[src/rtl/mul_rs_pkg.sv]
// mul_rs_pkg
// Shared constants for the multiply reservation station: multiplier state
// codes seen on fuState, tag width, the "no producer" tag, the station's
// base tag and the per-entry state encoding.
package mul_rs_pkg;

    localparam int                   MUL_TAG_W    = 4;
    localparam logic [MUL_TAG_W-1:0] NO_TAG       = '0;
    localparam logic [MUL_TAG_W-1:0] MUL_BASE_TAG = 4'd4;

    // Multiplier state codes shared with the functional unit.
    localparam logic [2:0] FU_IDLE   = 3'd0;
    localparam logic [2:0] FU_ANSWER = 3'd2;

    typedef enum logic [1:0] {
        ENT_FREE  = 2'd0,
        ENT_WAIT  = 2'd1,
        ENT_READY = 2'd2,
        ENT_EXEC  = 2'd3
    } ent_state_e;

endpackage

[src/rtl/mul_rs_entry.sv]
// rs_entry
// One reservation-station entry: lifecycle state, operand tags (Q) and
// values (V), CDB snoop while waiting, and same-cycle CDB bypass at dispatch.
//
// Ports:
//   clk, nRST                     clock, async active-low reset
//   alloc_i                       dispatch writes this entry (only honoured when FREE)
//   disp_qj_i/vj_i, disp_qk_i/vk_i  incoming operand tags and values
//   cdb_valid_i/tag_i/data_i      common data bus broadcast
//   issue_i                       READY entry is sent to the multiplier
//   release_i                     EXEC entry's result was granted onto the CDB
//   free_o, ready_o               state flags for the top-level encoders
//   vj_o, vk_o                    stored operand values
//
// state     | meaning
// ----------+--------------------------------------------------------
// ENT_FREE  | unallocated, available to dispatch
// ENT_WAIT  | allocated, at least one operand still has a producer tag
// ENT_READY | both operands present, waiting for the multiplier
// ENT_EXEC  | handed to the multiplier, waiting for the CDB grant
module rs_entry
    import mul_rs_pkg::*;
#(
    parameter int TAG_W = MUL_TAG_W
) (
    input  logic             clk,
    input  logic             nRST,
    input  logic             alloc_i,
    input  logic [TAG_W-1:0] disp_qj_i,
    input  logic [31:0]      disp_vj_i,
    input  logic [TAG_W-1:0] disp_qk_i,
    input  logic [31:0]      disp_vk_i,
    input  logic             cdb_valid_i,
    input  logic [TAG_W-1:0] cdb_tag_i,
    input  logic [31:0]      cdb_data_i,
    input  logic             issue_i,
    input  logic             release_i,
    output logic             free_o,
    output logic             ready_o,
    output logic [31:0]      vj_o,
    output logic [31:0]      vk_o
);

    localparam logic [TAG_W-1:0] NONE = TAG_W'(NO_TAG);

    ent_state_e       state_q;
    logic [TAG_W-1:0] qj_q, qj_d, qk_q, qk_d;
    logic [31:0]      vj_q, vj_d, vk_q, vk_d;
    logic             opnds_ok;

    // Next Q/V: dispatch capture with bypass, or snoop while waiting.
    // A zero tag never matches, so a broadcast on tag 0 cannot clobber values.
    always_comb begin
        qj_d = qj_q;
        vj_d = vj_q;
        qk_d = qk_q;
        vk_d = vk_q;
        if (state_q == ENT_FREE && alloc_i) begin
            qj_d = disp_qj_i;
            vj_d = disp_vj_i;
            qk_d = disp_qk_i;
            vk_d = disp_vk_i;
            if (cdb_valid_i && disp_qj_i != NONE && cdb_tag_i == disp_qj_i) begin
                qj_d = NONE;
                vj_d = cdb_data_i;
            end
            if (cdb_valid_i && disp_qk_i != NONE && cdb_tag_i == disp_qk_i) begin
                qk_d = NONE;
                vk_d = cdb_data_i;
            end
        end else if (state_q == ENT_WAIT && cdb_valid_i) begin
            if (qj_q != NONE && cdb_tag_i == qj_q) begin
                qj_d = NONE;
                vj_d = cdb_data_i;
            end
            if (qk_q != NONE && cdb_tag_i == qk_q) begin
                qk_d = NONE;
                vk_d = cdb_data_i;
            end
        end
    end

    assign opnds_ok = (qj_d == NONE) && (qk_d == NONE);

    always_ff @(posedge clk or negedge nRST) begin
        if (!nRST) begin
            state_q <= ENT_FREE;
            qj_q    <= '0;
            qk_q    <= '0;
            vj_q    <= '0;
            vk_q    <= '0;
        end else begin
            qj_q <= qj_d;
            qk_q <= qk_d;
            vj_q <= vj_d;
            vk_q <= vk_d;
            case (state_q)
                ENT_FREE:  if (alloc_i)   state_q <= opnds_ok ? ENT_READY : ENT_WAIT;
                ENT_WAIT:  if (opnds_ok)  state_q <= ENT_READY;
                ENT_READY: if (issue_i)   state_q <= ENT_EXEC;
                ENT_EXEC:  if (release_i) state_q <= ENT_FREE;
                default:                  state_q <= ENT_FREE;
            endcase
        end
    end

    assign free_o  = (state_q == ENT_FREE);
    assign ready_o = (state_q == ENT_READY);
    assign vj_o    = vj_q;
    assign vk_o    = vk_q;

endmodule

[src/rtl/mul_rs.sv]
// mul_rs
// Reservation station in front of the multiply unit. Holds ENTRIES pending
// multiplies, resolves operands from the CDB, issues one ready op at a time
// to the multiplier and forwards its answer to the CDB arbiter.
//
// Ports:
//   clk, nRST                          clock, async active-low reset
//   dispValid/dispQj/dispVj/dispQk/dispVk  dispatch request and operands
//   dispReady, dispTag                 a FREE entry exists / tag it will get
//   cdbValid/cdbTag/cdbData            CDB snoop
//   fuAvailable, fuState, fuResult     multiplier status and answer
//   fuInEN, fuData1, fuData2           start a multiply
//   fuResultAC                         answer accepted (grant seen)
//   cdbReq/cdbReqTag/cdbReqData        CDB slot request with the answer
//   cdbGrant                           arbiter grant
module mul_rs
    import mul_rs_pkg::*;
#(
    parameter int               ENTRIES  = 3,
    parameter int               TAG_W    = MUL_TAG_W,
    parameter logic [TAG_W-1:0] BASE_TAG = MUL_BASE_TAG
) (
    input  logic             clk,
    input  logic             nRST,
    input  logic             dispValid,
    output logic             dispReady,
    input  logic [TAG_W-1:0] dispQj,
    input  logic [31:0]      dispVj,
    input  logic [TAG_W-1:0] dispQk,
    input  logic [31:0]      dispVk,
    output logic [TAG_W-1:0] dispTag,
    input  logic             cdbValid,
    input  logic [TAG_W-1:0] cdbTag,
    input  logic [31:0]      cdbData,
    input  logic             fuAvailable,
    input  logic [2:0]       fuState,
    input  logic [31:0]      fuResult,
    output logic             fuInEN,
    output logic [31:0]      fuData1,
    output logic [31:0]      fuData2,
    output logic             fuResultAC,
    output logic             cdbReq,
    output logic [TAG_W-1:0] cdbReqTag,
    output logic [31:0]      cdbReqData,
    input  logic             cdbGrant
);

    localparam int IDX_W = (ENTRIES > 1) ? $clog2(ENTRIES) : 1;

    logic [ENTRIES-1:0] ent_free, ent_ready, ent_alloc, ent_issue, ent_rel;
    logic [31:0]        ent_vj [ENTRIES];
    logic [31:0]        ent_vk [ENTRIES];

    logic             free_any, ready_any;
    logic [IDX_W-1:0] free_idx, ready_idx;
    logic [31:0]      sel_vj, sel_vk;

    logic             exec_valid_q, exec_valid_d;
    logic [IDX_W-1:0] exec_idx_q, exec_idx_d;
    logic             disp_fire, grant_fire;

    // Lowest-index priority encoders; walking downward lets the lowest win.
    always_comb begin
        free_any  = 1'b0;
        free_idx  = '0;
        ready_any = 1'b0;
        ready_idx = '0;
        sel_vj    = '0;
        sel_vk    = '0;
        for (int i = ENTRIES - 1; i >= 0; i--) begin
            if (ent_free[i]) begin
                free_any = 1'b1;
                free_idx = IDX_W'(i);
            end
            if (ent_ready[i]) begin
                ready_any = 1'b1;
                ready_idx = IDX_W'(i);
                sel_vj    = ent_vj[i];
                sel_vk    = ent_vk[i];
            end
        end
    end

    // Free flags come from registered state, so an entry released by this
    // cycle's grant is not visible to dispatch until the next cycle.
    assign dispReady  = free_any;
    assign dispTag    = BASE_TAG + TAG_W'(free_idx);
    assign disp_fire  = dispValid && free_any;

    assign cdbReq     = exec_valid_q && (fuState == FU_ANSWER);
    assign grant_fire = cdbReq && cdbGrant;
    assign fuResultAC = grant_fire;
    assign cdbReqTag  = BASE_TAG + TAG_W'(exec_idx_q);
    assign cdbReqData = fuResult;

    // Issue allowed only if the EXEC slot is empty or is vacated this cycle.
    assign fuInEN  = fuAvailable && ready_any && (!exec_valid_q || grant_fire);
    assign fuData1 = sel_vj;
    assign fuData2 = sel_vk;

    always_comb begin
        exec_valid_d = exec_valid_q;
        exec_idx_d   = exec_idx_q;
        if (grant_fire) begin
            exec_valid_d = 1'b0;
        end
        if (fuInEN) begin
            exec_valid_d = 1'b1;
            exec_idx_d   = ready_idx;
        end
    end

    always_ff @(posedge clk or negedge nRST) begin
        if (!nRST) begin
            exec_valid_q <= 1'b0;
            exec_idx_q   <= '0;
        end else begin
            exec_valid_q <= exec_valid_d;
            exec_idx_q   <= exec_idx_d;
        end
    end

    for (genvar g = 0; g < ENTRIES; g++) begin : g_ent
        assign ent_alloc[g] = disp_fire  && (free_idx   == IDX_W'(g));
        assign ent_issue[g] = fuInEN     && (ready_idx  == IDX_W'(g));
        assign ent_rel[g]   = grant_fire && (exec_idx_q == IDX_W'(g));

        rs_entry #(
            .TAG_W(TAG_W)
        ) u_entry (
            .clk         (clk),
            .nRST        (nRST),
            .alloc_i     (ent_alloc[g]),
            .disp_qj_i   (dispQj),
            .disp_vj_i   (dispVj),
            .disp_qk_i   (dispQk),
            .disp_vk_i   (dispVk),
            .cdb_valid_i (cdbValid),
            .cdb_tag_i   (cdbTag),
            .cdb_data_i  (cdbData),
            .issue_i     (ent_issue[g]),
            .release_i   (ent_rel[g]),
            .free_o      (ent_free[g]),
            .ready_o     (ent_ready[g]),
            .vj_o        (ent_vj[g]),
            .vk_o        (ent_vk[g])
        );
    end

endmodule

[config.mk]
export PLATFORM = sky130hd
export DESIGN_NAME = mul_rs
export DESIGN_NICKNAME = d
export VERILOG_FILES = /design/src/rtl/mul_rs_pkg.sv /design/src/rtl/mul_rs_entry.sv /design/src/rtl/mul_rs.sv
export SDC_FILE = /design/constraint.sdc
export NUM_CORES = 1
export LEC_CHECK = 0
export ABC_AREA = 1
export BUFFER_PORTS_ARGS = -buffer_cell sky130_fd_sc_hd__buf_2
export CORE_MARGIN = 2
export CORE_UTILIZATION = 57
export CTS_CLUSTER_SIZE = 28
export DETAILED_ROUTE_END_ITERATION = 10
export GPL_TIMING_DRIVEN = 0
export PLACE_DENSITY = 0.82
export SLEW_MARGIN = 20
export SYNTH_ARGS = -nofsm -noshare
export SYNTH_HDL_FRONTEND = slang
export SYNTH_SLANG_ARGS = --single-unit
[constraint.sdc]
create_clock -name clk -period 2.77 [get_ports clk]
set_clock_uncertainty 0.1 [all_clocks]
set_input_delay 0.554 -clock clk [delete_from_list [all_inputs] [get_ports clk]]
set_output_delay 0.554 -clock clk [all_outputs]
set_load 0.02 [all_outputs]
==> results.txt <==
number of antenna violations at the first check in global routing: 0
fraction of final layout cells with drive strength greater than 1: 25.52%
unrepaired setup endpoints after global routing: true
launch instance of the worst register-to-register path: g_ent[1].u_entry.state_q[0]$_DFFE_PN0P_
Crit Path Max Fanout: 5
Std-Cell Core Area: 23,470 um^2
Total Die Area: 25,120 um^2
power per unit of standard cell area: 1022 nW/um^2
Crit path required time: 2.12 ns
Avg Cell Area, Syn: 6.744 um^2
grt total ovfl: 0
global-route wire length before repair: 76,360 um
antenna cells: 0
share of total power in the clock network: 19.5%
number of nets at the end of the flow: 2,456
Post-Route WL: 50,580 um
number of different library cells in the post-synthesis netlist: 34
sequential element share of the synthesized area: 41.39%
MaxCap Viol Count: 0
DR WL/cell: 19.22 um
measured slew at the worst slew-check pin: 0.7479 ns
Initial Util: 57.95%
buffer levels on the longest clock path: 3
total clock sinks: 225
number of DRC violations after detailed-routing iteration 0: 2,192
Total Negative Setup Slacks: 0 ns
vias in the first global route: 14.83k
last weighted congestion value of the routability-driven placer: 0.9420
switching share of total power: 43.18%
Crit Path Class: flop to output port
Internal Dissipation: 10.21 mW
number of vias after detailed routing: 15.42k
fraction of post-synthesis cell area in the top cell type by area: 41.39%
TritonCTS clock tree: built
number of iterations in the first detailed-routing pass: 10
Synth Warn #: 0
outcome: completed
HPWL Detailed: 32,500 um
Final Max Tran Viols: 0
number of I/O pins: 257
final critical path time including I/O delays and setup: 2.760 ns
Setup crit start: g_ent[0].u_entry.state_q[0]$_DFFE_PN0P_
number of I/O port buffers: 216
worst hold path startpoint: dispQk[3]
Antenna Violating Nets Remaining: 0
post-route DRC violation count: 0
flip-flop and latch count after synthesis: 225
chip width: 158.5 um
number of standard-cell rows in the floorplan: 56
GRT Util Overall: 39.64%
clock latency of the later-clocked register in the worst-skew pair: 0.54 ns
part of the total power dissipated in combinational logic: 48.2%
Area growth syn-to-layout: 29.27%
fill cell total of the finished layout: 1,771
final cell count without fillers: 2,631
clock edge transition at the registers on the reported setup and hold paths: 0.06 ns
final number of setup-violating endpoints: 0
Yosys top cell by area: sky130_fd_sc_hd__dfrtp_1
CTS root buffer: sky130_fd_sc_hd__clkbuf_16
final hold vios: 0
routed vias/inst: 5.862
relative slew slack: 50.14%
max frequency: 362.4 MHz
Worst Setup Start Kind: flop
Syn Inst Count: 2,017
switching power: 7.763 mW
H-Tree Level Count: 1
reported leakage power: 9.562 nW
Post-Syn Area: 13,600 um^2
Arr. time, crit path: 2.11 ns
endpoint kind of the worst setup timing path: output port
top cells by area in the synthesized netlist: sky130_fd_sc_hd__dfrtp_1, sky130_fd_sc_hd__nand2_1, sky130_fd_sc_hd__nand3_1
sequential group share of total power: 32.3%
Cell Count Post-Placement: 2,556
hold crit path type: input port to flop
maximum number of pins on one net before global-route repair: 99
cts bufs inserted: 26
Die Span Y: 158.5 um
maximum vdd drop: 0.6856 mV
post-route clock period utilization: 99.62%
-- synth_stat cells (all sizes together) --
cell type and instances:
nor4 1, nand4 2, clkbuf 42, nand3 213, o22ai 1, xnor2 4, a21oi 6, and3 1
buf 104, o31ai 1, inv 122, xor2 6, nand2 1020, nor3 1, conb 2, clkinv 1
nor2 111, ha 13, o21ai 71, dfrtp 225, o211ai 70
-- power groups by stage --
stage | clock network (mW) | registers (mW) | logic, mW
finish | 3.51 | 5.81 | 8.66
global route | 3.60 | 5.94 | 9.37
CTS | 3.48 | 5.70 | 8.02
detailed placement | 0 | 5.72 | 6.92
global placement | 0 | 5.66 | 6.67
floorplan | 0 | 5.52 | 4.78
-- metal layers --
layer  track usage (%)  vias up  routed length, um
met1             49.40     7038              17880
met5                 0        -                 15
met2             61.61     1201              22620
li1                  -     6873                  -
met3             10.72      308               6757
met4             24.32        2               3298
-- metrics by stage --
stage | hold slack (ns) | setup slack [ns] | area, um^2 | util [%] | power [mW]
floorplan | 0.1584 | 0.4452 | 13610 | - | 10.30
global placement | 0.3633 | -2.973 | 15090 | 64.29 | 12.33
detailed placement | 0.3403 | -0.3582 | 15160 | 64.57 | 12.63
CTS | 0.2102 | -0.01755 | 17160 | 73.11 | 17.19
global route | 0.2350 | -0.05991 | 17580 | 74.91 | 18.91
finish | 0.2119 | 0.01045 | 17580 | 74.91 | 17.98
-- state kept, by name, summed over array words and instances (netlist names) --
name	flops
exec_idx_q	2
exec_valid_q	1
g_ent.u_entry.vk_o	96
g_ent.u_entry.qk_q	12
g_ent.u_entry.state_q	6
g_ent.u_entry.qj_q	12
g_ent.u_entry.vj_o	96
-- timing repair --
item,4_1_cts,5_1_grt
endpoints found under the setup margin,64,233
hold buffers,1,0
setup buffers,14,5
pin swaps,4,3
resized for setup,256,137
endpoints found under the hold margin,34,0
gates cloned,7,2
-- layout make-up --
class                      instances  area [um^2]  area share [%]
multi-input combinational       1525         7295           41.48
sequential                       225         5630           32.02
timing repair buffer             247         1836           10.44
buffer                           146         1092           6.212
clock buffer                      41        808.3           4.597
inverter                         123        471.7           2.683
tap                              319        399.1           2.270
clock inverter                     5        52.55          0.2988
-- cell usage in the layout (no fill, tap or decap), drive strengths merged --
cell and n:
buf 342, nand3 213, clkinvlp 1, ha 13
dfrtp 225, o22ai 1, o21ai 71, nor3 1
nand4 2, bufinv 1, inv 122, a21oi 6
o31ai 1, xor2 6, nor2 111, nor4 1
clkinv 4, o211ai 70, conb 4, xnor2 4
and3 1, dlygate4sd3 1, clkbuf 91, nand2 1020
-- worst max-delay path, cell delays in order, from the launching register on --
cell	delay [ns]
sky130_fd_sc_hd__dfrtp_1	0.36
sky130_fd_sc_hd__inv_2	0.06
sky130_fd_sc_hd__ha_4	0.18
sky130_fd_sc_hd__inv_4	0.06
sky130_fd_sc_hd__nand2_4	0.05
sky130_fd_sc_hd__nor2_4	0.15
sky130_fd_sc_hd__buf_12	0.14
sky130_fd_sc_hd__buf_12	0.13
sky130_fd_sc_hd__buf_8	0.14
sky130_fd_sc_hd__nand2_2	0.05
sky130_fd_sc_hd__nand3_2	0.08
sky130_fd_sc_hd__buf_6	0.12
-- final timing paths --
kind,endpoint,slack [ns],cells after the start
worst min-delay path,g_ent[0].u_entry.qk_q[3]$_DFF_PN0_,0.21,3
worst max-delay path,fuData1[19],0.01,11
worst max register to register,g_ent[1].u_entry.vj_o[13]$_DFFE_PN0P_,0.06,13
max in group asynchronous,g_ent[0].u_entry.vk_o[14]$_DFFE_PN0P_,0.95,4
worst min register to register,g_ent[0].u_entry.vj_o[24]$_DFFE_PN0P_,0.38,2
min in group asynchronous,g_ent[1].u_entry.state_q[0]$_DFFE_PN0P_,0.37,2
-- logic make-up after synthesis --
family | share of synthesized area [%]
other cells | 0.05521
xor+xnor | 0.6438
fa+ha+maj | 1.196
compound gates | 7.487
simple gates | 40.02
flops | 41.39
buf+inv | 9.207
Power figures use the tool's default switching activity.
